[config.mk]
export PLATFORM = sky130hd
export DESIGN_NAME = control_multiciclo
export DESIGN_NICKNAME = d
export VERILOG_FILES = /design/src/rtl/control_pkg.sv /design/src/rtl/alu_decoder.sv /design/src/rtl/control_multiciclo.sv
export SDC_FILE = /design/constraint.sdc
export NUM_CORES = 1
export LEC_CHECK = 0
export CORE_AREA = 2 2 43 45
export CTS_CLUSTER_DIAMETER = 50
export DETAILED_ROUTE_END_ITERATION = 10
export DIE_AREA = 0 0 45 47
export PLACE_DENSITY = 0.72
export SLEW_MARGIN = 20
export SYNTH_ARGS = -nofsm -noshare
export SYNTH_HDL_FRONTEND = slang
export SYNTH_SLANG_ARGS = --single-unit
[constraint.sdc]
create_clock -name clk -period 3.9 [get_ports clk]
set_clock_uncertainty 0.2 [all_clocks]
set_input_delay 0.78 -clock clk [delete_from_list [all_inputs] [get_ports clk]]
set_output_delay 0.78 -clock clk [all_outputs]
set_load 0.05 [all_outputs]
[src/rtl/control_pkg.sv]
// control_pkg
//   Shared definitions for the multicycle RV32I-subset control unit:
//   FSM state encoding, opcode constants, immediate-format codes for the
//   sign extender, ALU control codes and the internal aluOp selector.
package control_pkg;

    typedef enum logic [3:0] {
        S_FETCH,
        S_DECODE,
        S_MEMADR,
        S_MEMREAD,
        S_MEMWB,
        S_MEMWRITE,
        S_EXECUTER,
        S_EXECUTEI,
        S_ALUWB,
        S_BEQ,
        S_JAL
    } state_t;

    localparam logic [6:0] OP_LW    = 7'b0000011;
    localparam logic [6:0] OP_SW    = 7'b0100011;
    localparam logic [6:0] OP_RTYPE = 7'b0110011;
    localparam logic [6:0] OP_ITYPE = 7'b0010011;
    localparam logic [6:0] OP_BEQ   = 7'b1100011;
    localparam logic [6:0] OP_JAL   = 7'b1101111;

    localparam logic [1:0] IMM_I = 2'b00;
    localparam logic [1:0] IMM_S = 2'b01;
    localparam logic [1:0] IMM_B = 2'b10;
    localparam logic [1:0] IMM_J = 2'b11;

    localparam logic [2:0] ALU_ADD = 3'b000;
    localparam logic [2:0] ALU_SUB = 3'b001;
    localparam logic [2:0] ALU_AND = 3'b010;
    localparam logic [2:0] ALU_OR  = 3'b011;
    localparam logic [2:0] ALU_SLT = 3'b101;

    typedef enum logic [1:0] {
        ALUOP_ADD   = 2'b00,
        ALUOP_SUB   = 2'b01,
        ALUOP_FUNCT = 2'b10
    } aluop_t;

endpackage

[src/rtl/alu_decoder.sv]
// alu_decoder
//   Combinational ALU operation decode.
//   Ports:
//     aluop_i       in  2  ADD / SUB / FUNCT request from the FSM
//     funct3_i      in  3  instr[14:12]
//     funct7b5_i    in  1  instr[30]
//     op5_i         in  1  instr[5], distinguishes R-type from I-type
//     alu_control_o out 3  ALU operation code
module alu_decoder
    import control_pkg::*;
(
    input  logic [1:0] aluop_i,
    input  logic [2:0] funct3_i,
    input  logic       funct7b5_i,
    input  logic       op5_i,
    output logic [2:0] alu_control_o
);

    always_comb begin
        alu_control_o = ALU_ADD;
        case (aluop_i)
            ALUOP_SUB: alu_control_o = ALU_SUB;
            ALUOP_FUNCT: begin
                case (funct3_i)
                    // funct7b5 only means sub for register operands; for
                    // addi that bit belongs to the immediate.
                    3'b000:  alu_control_o = (op5_i & funct7b5_i) ? ALU_SUB : ALU_ADD;
                    3'b010:  alu_control_o = ALU_SLT;
                    3'b110:  alu_control_o = ALU_OR;
                    3'b111:  alu_control_o = ALU_AND;
                    default: alu_control_o = ALU_ADD;
                endcase
            end
            default: alu_control_o = ALU_ADD;
        endcase
    end

endmodule

[src/rtl/control_multiciclo.sv]
// control_multiciclo
//   Multicycle RV32I-subset control FSM (lw, sw, R-type, I-ALU, beq, jal).
//   One state per clock; outputs are Moore functions of the state except
//   pcWrite (depends on zero in BEQ), immSrc and aluControl (depend on op/funct).
//   Ports:
//     clk, reset                 rising-edge clock, async active-high reset
//     op, funct3, funct7b5, zero instruction fields and ALU zero flag
//     pcWrite, adrSrc, memWrite, irWrite, regWrite   datapath enables/selects
//     resultSrc, aluSrcA, aluSrcB, immSrc, aluControl datapath mux/op codes
//     illegalOp                  one-cycle pulse in DECODE on unknown opcode
module control_multiciclo
    import control_pkg::*;
#(
    parameter int ILLEGAL_FLAG = 1
) (
    input  logic       clk,
    input  logic       reset,
    input  logic [6:0] op,
    input  logic [2:0] funct3,
    input  logic       funct7b5,
    input  logic       zero,
    output logic       pcWrite,
    output logic       adrSrc,
    output logic       memWrite,
    output logic       irWrite,
    output logic       regWrite,
    output logic [1:0] resultSrc,
    output logic [1:0] aluSrcA,
    output logic [1:0] aluSrcB,
    output logic [1:0] immSrc,
    output logic [2:0] aluControl,
    output logic       illegalOp
);

    state_t state_q;
    state_t state_d;
    aluop_t alu_op;
    logic   illegal_raw;

    // Async reset: outputs are decoded from state_q, so write enables drop
    // as soon as reset asserts, without waiting for a clock edge.
    always_ff @(posedge clk or posedge reset) begin
        if (reset) state_q <= S_FETCH;
        else       state_q <= state_d;
    end

    always_comb begin
        state_d     = S_FETCH;
        pcWrite     = 1'b0;
        adrSrc      = 1'b0;
        memWrite    = 1'b0;
        irWrite     = 1'b0;
        regWrite    = 1'b0;
        resultSrc   = 2'b00;
        aluSrcA     = 2'b00;
        aluSrcB     = 2'b00;
        alu_op      = ALUOP_ADD;
        illegal_raw = 1'b0;
        case (state_q)
            S_FETCH: begin
                irWrite   = 1'b1;
                aluSrcB   = 2'b10;
                resultSrc = 2'b10;
                pcWrite   = 1'b1;
                state_d   = S_DECODE;
            end
            S_DECODE: begin
                // PC-relative target is computed here for a possible branch.
                aluSrcA = 2'b01;
                aluSrcB = 2'b01;
                case (op)
                    OP_LW, OP_SW: state_d = S_MEMADR;
                    OP_RTYPE:     state_d = S_EXECUTER;
                    OP_ITYPE:     state_d = S_EXECUTEI;
                    OP_BEQ:       state_d = S_BEQ;
                    OP_JAL:       state_d = S_JAL;
                    default: begin
                        illegal_raw = 1'b1;
                        state_d     = S_FETCH;
                    end
                endcase
            end
            S_MEMADR: begin
                aluSrcA = 2'b10;
                aluSrcB = 2'b01;
                state_d = (op == OP_LW) ? S_MEMREAD : S_MEMWRITE;
            end
            S_MEMREAD: begin
                adrSrc  = 1'b1;
                state_d = S_MEMWB;
            end
            S_MEMWB: begin
                resultSrc = 2'b01;
                regWrite  = 1'b1;
                state_d   = S_FETCH;
            end
            S_MEMWRITE: begin
                adrSrc   = 1'b1;
                memWrite = 1'b1;
                state_d  = S_FETCH;
            end
            S_EXECUTER: begin
                aluSrcA = 2'b10;
                alu_op  = ALUOP_FUNCT;
                state_d = S_ALUWB;
            end
            S_EXECUTEI: begin
                aluSrcA = 2'b10;
                aluSrcB = 2'b01;
                alu_op  = ALUOP_FUNCT;
                state_d = S_ALUWB;
            end
            S_ALUWB: begin
                regWrite = 1'b1;
                state_d  = S_FETCH;
            end
            S_BEQ: begin
                aluSrcA = 2'b10;
                alu_op  = ALUOP_SUB;
                pcWrite = zero;
                state_d = S_FETCH;
            end
            S_JAL: begin
                // PC+4 is formed here as the link value; ALUWB writes it back.
                aluSrcA = 2'b01;
                aluSrcB = 2'b10;
                pcWrite = 1'b1;
                state_d = S_ALUWB;
            end
            default: state_d = S_FETCH;
        endcase
    end

    always_comb begin
        immSrc = IMM_I;
        case (op)
            OP_SW:   immSrc = IMM_S;
            OP_BEQ:  immSrc = IMM_B;
            OP_JAL:  immSrc = IMM_J;
            default: immSrc = IMM_I;
        endcase
    end

    assign illegalOp = (ILLEGAL_FLAG != 0) && illegal_raw;

    alu_decoder u_alu_decoder (
        .aluop_i       (alu_op),
        .funct3_i      (funct3),
        .funct7b5_i    (funct7b5),
        .op5_i         (op[5]),
        .alu_control_o (aluControl)
    );

endmodule

# == Yosys cells after proc, flatten, opt, wreduce, memory -nomap -nowiden ==
# Index checks and enable logic that the tools add are counted.
# totals
in_bits,14
elab_cells,53
output_inout_bits,17
reg_bits,4
# classes
bitwise,1
muxes,18
n_eq_ne,21
reduce_logical,12
# op_table
cell,n
one-hot mux 4 bit (5 select lines),2
"equality test 4 x 3 -> 1 bit, second input constant",4
one-hot mux 2 bit (2 select lines),4
"equality test 7 x 6 -> 1 bit, second input constant",2
"equality test 7 bit, second input constant",2
"equality test 4 bit, second input constant",3
one-hot mux 3 bit (4 select lines),1
OR reduction 2 bit,6
"equality test 4 x 2 -> 1 bit, second input constant",2
"equality test 7 x 2 -> 1 bit, second input constant",1
"equality test 7 x 5 -> 1 bit, second input constant",1
2-to-1 mux 1 bit,7
"equality test 3 bit, second input constant",2
one-hot mux 2 bit (3 select lines),1
one-hot mux 3 bit (2 select lines),1
OR reduction 3 bit,2
OR reduction 6 bit,1
"equality test 4 x 1 -> 1 bit, second input constant",1
zero test 4 bit,1
OR reduction 4 bit,1
"equality test 3 x 2 -> 1 bit, second input constant",1
zero test 3 bit,1
2-to-1 mux 3 bit,1
"equality test 2 x 1 -> 1 bit, second input constant",1
3 further kinds,3

# == Logic depth before layout (Yosys ltp) ==
# logic_depth
ltp_word,5
mapped_depth,7

# == Cells and area by module ==
# Synthesis repeated with hierarchy kept, for this count alone.
# unflattened
hier_cells,70
area_unflattened_um2,555.5
# by_module_without_submodules
mod,instances,area_per_inst_um2,cells_per_inst
control_multiciclo,1,459.2,59
alu_decoder,1,96.3,11

# == Worst setup path before layout ==
# No wires, ideal clock.
# synth_path
kind,input to output
from,in op[3]
to,out immSrc[0]
t_required_ps,2920
cell_stages,3
path_buffers,0
setup_slack_ps,120
t_arrival_ps,2800
cell_sequence,nor3_1 -> nor2_1 -> nor4b_1
# synth_between
elab_chain_len,2
elab_cells_between_ends,4
cone_classes,eq/ne: 3; mux: 1
# synth_rtl
item,line_no,source
from (decl),control_multiciclo.sv:18,"input logic [6:0] op,"
equality test 7 bit / equality test 7 x 6 -> 1 bit (equally long branches),control_multiciclo.sv:136,case (op)
one-hot mux 2 bit (3 select lines) (*),control_multiciclo.sv:136,
to (decl),control_multiciclo.sv:30,"output logic [1:0] immSrc,"
# Mark *: on every way between the ends. The rest lies on a longest branch, timed or not.

# == Worst setup path after layout ==
# layout_path
from,reg state_q[1]
to,out aluControl[2]
# layout_between
elab_chain_len,5
elab_cells_between_ends,8
cone_classes,eq/ne: 5; mux: 2; reduce/logical: 1
# layout_rtl
item,line_no,source
from (decl),control_multiciclo.sv:35,state_t state_q;
from (signal assigned),control_multiciclo.sv:44,else state_q <= state_d;
equality test 4 x 3 -> 1 bit,control_multiciclo.sv:59,case (state_q)
OR reduction 2 bit (no source line),-,
one-hot mux 2 bit (2 select lines) (*),control_multiciclo.sv:59,
equality test 2 bit / equality test 2 x 1 -> 1 bit (equally long branches),alu_decoder.sv:21,case (aluop_i)
one-hot mux 3 bit (2 select lines) (*),alu_decoder.sv:21,
to (decl),control_multiciclo.sv:31,"output logic [2:0] aluControl,"
# Marks and branches as above.

==> impl_results.md <==
- Ports: 31
- Crit-path slowest cell: clkdlybuf4s50_1
- Avg WL per Cell: around 12 µm
- Synth top area cells: dfrtp_1 18%, nor3_1 5.4%, nor2_1 5.4%
- Syn nets: ~90
- Setup violators final: 0
- Global Route Usage Sum: 0.1463
- Setup crit start: state_q[1]$_DFF_PP0_
- Final nets: 124
- Port Buffers: 30
- Synth top area share: 0.1810
- Outcome: complete, no violations
- Power share of the clock group: 0.112
- Gpl congestion: just under 0.8
- Largest regs: state_q: 4 flops
- Initial DRC Count: 15
- Number of flip-flops in the largest register: 4
- Path type of the worst min-delay path: register to register
- Maximum root-to-sink buffer count: 2
- Slowest stage delay, CP: around 800 ps
- Worst Hold Depth: 2
- Die area: ~2100 µm²
- Maxcap violations: 0
- Highest clock rate: 0.2799 GHz
- Clock period minus worst slack: 3572 ps
- Detailed placement HPWL: between 1000 and 1500 µm
- CTS buffer count: 3
- FF-to-FF path depth: 4
- Slew margin rel.: 0.6589
- Mapped cell area: around 550 µm²
- Worst vdd ir: 0.0003508 V
- Sequential share of power: 0.118
- CTS Root Buffer Type: clkbuf_4
- Die height: 47 µm
- Dominant synthesized flop cell: dfrtp_1
- First-pass GRT wire length: 2263 µm
- Cts repair resizes: 0
- CTS sink count: 4
- Largest net degree at the start of global routing: 13
- Vias in the first global route: about 540
- Crit-path cells: nand2b_1 -> nor3b_1 -> ha_1 -> nor2_1 -> and3_1 -> clkdlybuf4s50_1
- Yosys warning total: 0
- CTS Hold Bufs: 0
- Die Wd: 45 µm
- Initial core utilization: 0.3348
- Post-CTS setup buffers: 0
- Post-synth top cells: 8 x nor2_1, 6 x inv_1, 6 x nor3_1
- Initial antenna violation count: 0
- Highest net fanout along the worst path: 5
- Net Sw Power: approximately 0.25 mW
- CTS tree: done
- CTS clk-pin slew, worst paths: roughly 40 ps
- Layout cells sized above 1: 0.1226
- Cells after Synth: 76
- Count leader, synth: nor2_1
- Critical Path Start Type: register
- H-tree levels: 1
- Total number of vias: about 630
- Switching Fraction: 0.5487
- First-pass DRT Iterations: 4
- CP arrival: between 2000 and 3000 ps
- Critical path class: register to output port
- Number of synthesized flops with an enable pin: 0
- RSZ-0062 raised after global routing: no
- Crit path required time: 2920 ps
- Largest Register: state_q
- Pint: slightly above 0.2 mW
- Mean post-synth cell area: between 7 and 8 µm²
- Seq cells post-synth: 4
- Area delta synth->final: 61.54%
- Pwr dens: 500.0 nW/µm²
- Avg Vias per Cell: between 5 and 6
- Grt total ovfl: 0
- Largest area contributor in the netlist: dfrtp_1
- Antenna cells: 0
- Count of cell types in the netlist: 35
- Total core area: about 1700 µm²
- Worst slack at placement: 414.7 ps
- Asr flop ratio synth: 1.000
- Row Count: 15
- Total wire length: 1423 µm
- Crit. End Element: output port
- Worst-margin pin slew: between 500 and 600 ps
- Final period util: 0.9160
- Skew-Pair Late Insertion Delay: ~230 ps
- Setup ws final: ~330 ps
- Leakage: 0.3674 nW
- Core Util, Final: 0.5409
- # DRC: 0
- Antenna-violating nets left: 0
- Final hold viol count: 0
- Final Max Tran Viols: 0
- Reg2reg start: state_q[0]$_DFF_PP0_
- Sequential area share after synthesis: 0.1810
- Comb pwr share: 0.770
- Hold Path Origin: state_q[0]$_DFF_PP0_
- Total negative slack: 0 ps
- Fillers: ~170
-- worst paths after layout --
check | end | slack, ps
worst max-delay path | aluControl[2] | 330
worst min-delay path | state_q[0]$_DFF_PP0_ | 470
max in group asynchronous | state_q[0]$_DFF_PP0_ | 2820
worst max register to register | state_q[1]$_DFF_PP0_ | 2110
worst min register to register | state_q[0]$_DFF_PP0_ | 470
min in group asynchronous | state_q[1]$_DFF_PP0_ | 540
-- cells by family after synthesis --
group / Yosys count / synth area share
adder cells (fa/ha/maj): 2 / 0.04524
AND/OR/NAND/NOR: 42 / 0.4661
buffers and inverters: 11 / 0.08370
flip-flops: 4 / 0.1810
AO/OA/AOI/OAI: 14 / 0.1765
XOR/XNOR: 3 / 0.04752
-- through the flow --
stage	instances	hold WS, ps	power [mW]	instance area, µm²
6_report	123	466.7	0.4466	893.4
5_1_grt	123	494.2	0.4669	893.4
4_1_cts	123	454.3	0.4491	893.4
3_5_place_dp	120	450.5	0.3972	870.8
3_3_place_gp	120	422.6	0.3941	870.8
2_1_floorplan	76	341.9	0.2911	553.0
-- critical path: cells and delay by family, from the launching register on --
kind	cells	cell delay (ps)
adder cells (fa/ha/maj)	1	320
buffers and inverters	1	800
AND/OR/NAND/NOR	4	870
flip-flops	1	360
-- power groups by stage --
stage                     registers [mW]  clock network (mW)  logic, mW
after floorplan                   0.0524                   0      0.239
after global placement            0.0521                   0      0.342
after detailed placement          0.0534                   0      0.344
after CTS                         0.0529              0.0518      0.344
after global routing              0.0537              0.0542      0.359
final                             0.0528              0.0498      0.344
-- layout make-up --
class / instances / area [µm²] / share of cell area
tap: 17 / 21.27 / 0.02381
timing repair buffer: 32 / 320.3 / 0.3585
sequential: 4 / 100.1 / 0.1120
clock buffer: 3 / 22.52 / 0.02521
inverter: 6 / 22.52 / 0.02521
multi-input combinational: 61 / 406.6 / 0.4552
-- cells in the final DEF (no fill, tap or decap), drive strengths merged, types with 3 or more instances in the layout --
cell / synthesis / routed
clkbuf: 2 / 3
nand2: 5 / 5
inv: 6 / 6
buf: 3 / 5
and3: 3 / 3
clkdlybuf4s50: 0 / 27
nor3: 6 / 6
nor2: 8 / 8
dfrtp: 4 / 4
a21oi: 4 / 4
nor2b: 3 / 3
o21ai: 3 / 3
nor3b: 3 / 3
-- routing by layer --
metal | GRT usage | part of all wire
met1 | 0.1833 | 0.47
met2 | 0.2371 | 0.47
met3 | 0.03462 | 0.058
met4 | 0.07059 | 0.0042
met5 | 0 | 0
(Power assumes the default switching activity.)
